$ cat src/rtl/eth_tx_framer.sv
// eth_tx_framer: byte-wide Ethernet TX framer (preamble/SFD, optional pad, FCS, IFG)
// Ports: clk/rst (async active-low) | s_data/s_valid/s_last/s_ready payload stream
//        crc_strt/crc_updatecrc/crc_data -> CRC-32 stage, crc_result <- CRC-32 stage
//        tx_en/tx_data/tx_er GMII-style byte output | busy, underrun status
// Build option: define TX_PAD_EN to zero-pad runt frames up to MIN_FRAME.
module eth_tx_framer #(
    parameter int PREAMBLE_LEN = 7,
    parameter int MIN_FRAME    = 60,
    parameter int IFG_CYCLES   = 12
) (
    input  logic        clk,
    input  logic        rst,
    input  logic [7:0]  s_data,
    input  logic        s_valid,
    input  logic        s_last,
    output logic        s_ready,
    output logic        crc_strt,
    output logic        crc_updatecrc,
    output logic [7:0]  crc_data,
    input  logic [31:0] crc_result,
    output logic        tx_en,
    output logic [7:0]  tx_data,
    output logic        tx_er,
    output logic        busy,
    output logic        underrun
);
    localparam logic [2:0] S_IDLE = 3'd0;
    localparam logic [2:0] S_PRE  = 3'd1;
    localparam logic [2:0] S_SFD  = 3'd2;
    localparam logic [2:0] S_DATA = 3'd3;
`ifdef TX_PAD_EN
    localparam logic [2:0] S_PAD  = 3'd4;
`endif
    localparam logic [2:0] S_FCS  = 3'd5;
    localparam logic [2:0] S_IFG  = 3'd6;

    logic [2:0]  r_state;
    logic [10:0] r_cnt;
    logic [10:0] r_len;
    logic [31:0] w_fcs;
    logic [31:0] w_fcs_sh;
    logic        w_take;
    logic        w_in_pad;

    // FCS is the bit-reversed, inverted CRC register; bytes go out LSB byte first
    for (genvar i = 0; i < 32; i++) begin : g_refl
        assign w_fcs[i] = ~crc_result[31-i];
    end
    assign w_fcs_sh = w_fcs >> {r_cnt[1:0], 3'b000};

`ifdef TX_PAD_EN
    assign w_in_pad = r_state == S_PAD;
`else
    assign w_in_pad = 1'b0;
`endif

    assign s_ready       = r_state == S_DATA;
    assign crc_strt      = r_state == S_SFD;
    assign w_take        = s_ready && s_valid;
    assign crc_updatecrc = w_take || w_in_pad;
    assign crc_data      = w_take ? s_data : 8'h00;
    assign busy          = r_state != S_IDLE;

    always_ff @(posedge clk or negedge rst) begin
        if (!rst) begin
            r_state  <= S_IDLE;
            r_cnt    <= '0;
            r_len    <= '0;
            tx_en    <= 1'b0;
            tx_data  <= 8'h00;
            tx_er    <= 1'b0;
            underrun <= 1'b0;
        end else begin
            tx_en    <= 1'b0;
            tx_data  <= 8'h00;
            tx_er    <= 1'b0;
            underrun <= 1'b0;
            r_cnt    <= r_cnt + 11'd1;
            case (r_state)
                S_IDLE: begin
                    r_cnt <= '0;
                    r_len <= '0;
                    if (s_valid) r_state <= S_PRE;
                end
                S_PRE: begin
                    tx_en   <= 1'b1;
                    tx_data <= 8'h55;
                    if (r_cnt == 11'(PREAMBLE_LEN - 1)) begin
                        r_state <= S_SFD;
                        r_cnt   <= '0;
                    end
                end
                S_SFD: begin
                    tx_en   <= 1'b1;
                    tx_data <= 8'hD5;
                    r_state <= S_DATA;
                    r_cnt   <= '0;
                end
                S_DATA: begin
                    tx_en <= 1'b1;
                    if (s_valid) begin
                        tx_data <= s_data;
                        r_len   <= r_len + 11'd1;
                        if (s_last) begin
                            r_cnt   <= '0;
`ifdef TX_PAD_EN
                            r_state <= (r_len + 11'd1 < 11'(MIN_FRAME)) ? S_PAD : S_FCS;
`else
                            r_state <= S_FCS;
`endif
                        end
                    end else begin
                        // starved mid-frame: flag the error byte and skip the FCS
                        tx_er    <= 1'b1;
                        underrun <= 1'b1;
                        r_state  <= S_IFG;
                        r_cnt    <= '0;
                    end
                end
`ifdef TX_PAD_EN
                S_PAD: begin
                    tx_en <= 1'b1;
                    r_len <= r_len + 11'd1;
                    if (r_len + 11'd1 == 11'(MIN_FRAME)) begin
                        r_state <= S_FCS;
                        r_cnt   <= '0;
                    end
                end
`endif
                S_FCS: begin
                    tx_en   <= 1'b1;
                    tx_data <= w_fcs_sh[7:0];
                    if (r_cnt[1:0] == 2'd3) begin
                        r_state <= S_IFG;
                        r_cnt   <= '0;
                    end
                end
                S_IFG: begin
                    if (r_cnt == 11'(IFG_CYCLES - 1)) begin
                        r_state <= S_IDLE;
                        r_cnt   <= '0;
                    end
                end
                default: begin
                    r_state <= S_IDLE;
                    r_cnt   <= '0;
                end
            endcase
        end
    end
endmodule

$ cat config.mk
export PLATFORM = sky130hd
export DESIGN_NAME = eth_tx_framer
export DESIGN_NICKNAME = d
export VERILOG_FILES = /design/src/rtl/eth_tx_framer.sv
export SDC_FILE = /design/constraint.sdc
export NUM_CORES = 1
export LEC_CHECK = 0
export CAP_MARGIN = 40
export CORE_ASPECT_RATIO = 0.8
export CORE_MARGIN = 4
export CORE_UTILIZATION = 45
export DETAILED_ROUTE_END_ITERATION = 8
export PLACE_DENSITY = 0.85
export SLEW_MARGIN = 20
export SYNTH_ARGS = -nofsm -noshare
export SYNTH_HDL_FRONTEND = slang
export SYNTH_SLANG_ARGS = --single-unit
$ cat constraint.sdc
create_clock -name clk -period 4.4 [get_ports clk]
set_input_delay 0.88 -clock clk [delete_from_list [all_inputs] [get_ports clk]]
set_output_delay 0.88 -clock clk [all_outputs]
set_load 0.005 [all_outputs]
==> results.json <==
{
  "run_status": "complete, no violations",
  "p_switching_w": 0.000342,
  "firstDrtPassIters": 4,
  "numCtsBuffers": 3,
  "drc": 0,
  "synth_compound_area_share_pct": 11.0,
  "root_buffer": "clkbuf_8",
  "clockPowerShare_pct": 14.9,
  "yosysUniqueCellTypes": 39,
  "hold_path.class": "reg -> reg",
  "seq_area_frac_synth_pct": 39.8,
  "startpoint_type": "input port",
  "worst-r2r-cell-count": 5,
  "numPortBuffers": 66,
  "fin_crit_ns": 3.53,
  "p_total_w": 0.000990,
  "synth_fa_ha_area_share_pct": 2.49,
  "tns_ns": 0,
  "start_util_pct": 47.9,
  "critPathCaptureType": "output pin",
  "critPathKind": "in -> out",
  "nNetsFinal": 261,
  "worstMarginPinSlew_ns": 0.616,
  "diodes": 0,
  "cp_max_fo": 10,
  "drt_iter0_markers": 83,
  "grt_pass1_wl_um": 6330,
  "cts_max_level": 1,
  "crit_required_ns": 3.52,
  "top_layer": "met4",
  "avgRoutedWirePerCell_um": 15.3,
  "synth_edf_count": 0,
  "track_usage_pct": 19.1,
  "synthMuxAreaShare_pct": 12.9,
  "hold_path_end": "r_cnt[10]$_DFF_PN0_",
  "fin_area_sq_um": 2250,
  "num_io_pins": 67,
  "synth.avg_cell_area_sq_um": 10.1,
  "die_x_um": 72.7,
  "synth_cells": 149,
  "post-cts-setup-buffer-count": 0,
  "timing_hold_violations_final": 0,
  "cts_sinks": 24,
  "synth_warnings": 0,
  "hpwl_um": 3140,
  "multiInputGateArea_sq_um": 846,
  "synth-seq-cells": 24,
  "wirelength_met1_um": 1560,
  "final.setup.worst_slack_ns": 0.866,
  "insertion_delay_ns": 0.27,
  "die_area_sq_um": 4350,
  "syn_to_final_growth_pct": 49.3,
  "whs_path_depth": 2,
  "vias_per_cell": 5.49,
  "ir_drop_mv": 0.229,
  "cts_hold_buf": 0,
  "place_area_sq_um": 2200,
  "fp.dieH_um": 59.8,
  "synth-simple-area-share_pct": 26.7,
  "finalCritPeriodShare_pct": 80.3,
  "cellPowerDensity_nw_per_um2": 439,
  "reg2reg_slack_ns": 1.92,
  "grt_pass1_vias": 1415,
  "cts_tree": "yes",
  "dp.cells": 249,
  "finalNonFillerCells": 253,
  "fillCellCount": 235,
  "synth_top_family_by_area": "simple AND/OR/NAND/NOR gates",
  "min_from": "r_cnt[10]$_DFF_PN0_",
  "clock.fmax_ghz": 0.283,
  "grt_max_degree": 16,
  "routed_wl_um": 3880,
  "relSlewSlack_pct": 59.0,
  "power.leakage_nw": 0.930,
  "worst_r2r_startpoint": "r_cnt[0]$_DFF_PN0_",
  "cts.repair.resized": 0,
  "rsz0062_at_grt": "false",
  "power_frac_comb_pct": 48.9,
  "clock_skew_ns": 0.00299,
  "async_flop_share_pct": 100,
  "core_sq_um": 3150,
  "r2r-end": "r_state[0]$_DFFE_PN0P_",
  "drive_gt1_share_pct": 10.3,
  "place_ws_ns": 0.846,
  "antenna_found_initial": 0,
  "syn_area_sq_um": 1510,
  "routabilityCongestion": 0.793,
  "drv_slew": 0,
  "syn_nets": 196,
  "internal_power_w": 0.000647,
  "seqCellArea_sq_um": 601,
  "pwr-share-seq_pct": 36.2,
  "antenna_left": 0,
  "switching_share_pct": 34.6,
  "crit_arrival_ns": 2.65,
  "grt.overflow.total": 0,
  "vias": 1389,
  "path_clk_slew_ns": 0.08,
  "wl_met3_um": 307,
  "rows": 18,
  "wl_met2_um": 1940,
  "synth_xor_area_share_pct": 2.90,
  "cts_max_path_buffers": 2,
  "cap_violations": 0,
  "final-setup-viol-count": 0,
  "synthFlopType": "dfrtp_1"
}
## cell usage after synthesis, types with 3 or more instances
library cell,count,area (sq um)
dfrtp_1,24,601
nor2_1,22,82.6
nand2_1,11,41.3
and2_1,9,56.3
mux4_2,8,180
a21oi_1,7,35.0
inv_1,7,26.3
nor3_1,6,30.0
nand3_1,4,20.0
clkbuf_1,3,11.3
ha_1,3,37.5
nand4_1,3,18.8
o21ai_0,3,15.0
o21bai_1,3,22.5
o32ai_1,3,26.3
xor2_1,3,26.3
## worst max path at each step
stage	to	cells after the start	from	slack, ns
after floorplan	crc_data[7]	3	s_valid	2.15
after global placement	crc_data[1]	4	s_valid	0.92
after detailed placement	crc_data[1]	4	s_valid	0.85
after CTS	crc_data[1]	4	s_valid	0.83
after global routing	crc_data[3]	4	s_valid	0.75
final	crc_data[3]	4	s_valid	0.87
## sequential cells by signal, indices dropped and copies added (netlist names)
register,flops
r_state,3
r_cnt,11
underrun,1
tx_data,8
tx_en,1
## cells by family (layout without fill, tap and decap cells)
kind of cell	Yosys count	count (layout)
compound gates	23	23
xor+xnor	5	5
fa+ha+maj	3	3
buf+inv	14	78
flops	24	24
mux	9	9
simple gates	71	71
## critical path, stage by stage
cell             delay (ns)
clkdlybuf4s50_1        0.61
and4b_1                0.44
and2_1                 0.21
clkdlybuf4s50_1        0.51
## routing by layer
metal	track usage, %	up-vias
met4	7.63	0
met2	32.8	71
met3	5.88	7
met1	22.5	642
met5	0	-
li1	-	669
## power by group through the flow
stage / Combinational [W] / Clock, W / Sequential (W)
floorplan: 0.000316 / 0 / 0.000315
global route: 0.000536 / 0.000164 / 0.000372
finish: 0.000484 / 0.000147 / 0.000358
CTS: 0.000491 / 0.000150 / 0.000361
global placement: 0.000475 / 0 / 0.000361
detailed placement: 0.000485 / 0 / 0.000364
## through the flow
step | util [%] | hold slack, ns
CTS | 71.5 | 0.610
global route | 71.5 | 0.633
global placement | 69.2 | 0.572
detailed placement | 69.7 | 0.595
floorplan | - | 0.532
finish | 71.5 | 0.618
## final cells by class
class	instances	share of cell area, %
multi-input cells	111	37.5
repair buffers	67	30.0
flip-flops and latches	24	26.7
clock buffers	4	2.44
well taps	40	2.22
inverters	7	1.17
## layout by cell type (no fill, tap or decap), types with 2 or more instances in the layout
master / synthesis / final
clkdlybuf4s50_1: 0 / 66
inv_1: 7 / 7
nand4_1: 3 / 3
and3b_1: 2 / 2
nor4_4: 2 / 2
o32ai_1: 3 / 3
nand2b_1: 2 / 2
xor2_1: 3 / 3
and3_2: 2 / 2
and2_1: 9 / 9
dfrtp_1: 24 / 24
mux4_2: 8 / 8
clkbuf_8: 0 / 4
nand3_1: 4 / 4
ha_1: 3 / 3
a21oi_1: 7 / 7
o21ai_0: 3 / 3
o21bai_1: 3 / 3
nor2_1: 22 / 22
xnor2_1: 2 / 2
nor3_1: 6 / 6
nand2_1: 11 / 11
Power figures use the tool's default switching activity.
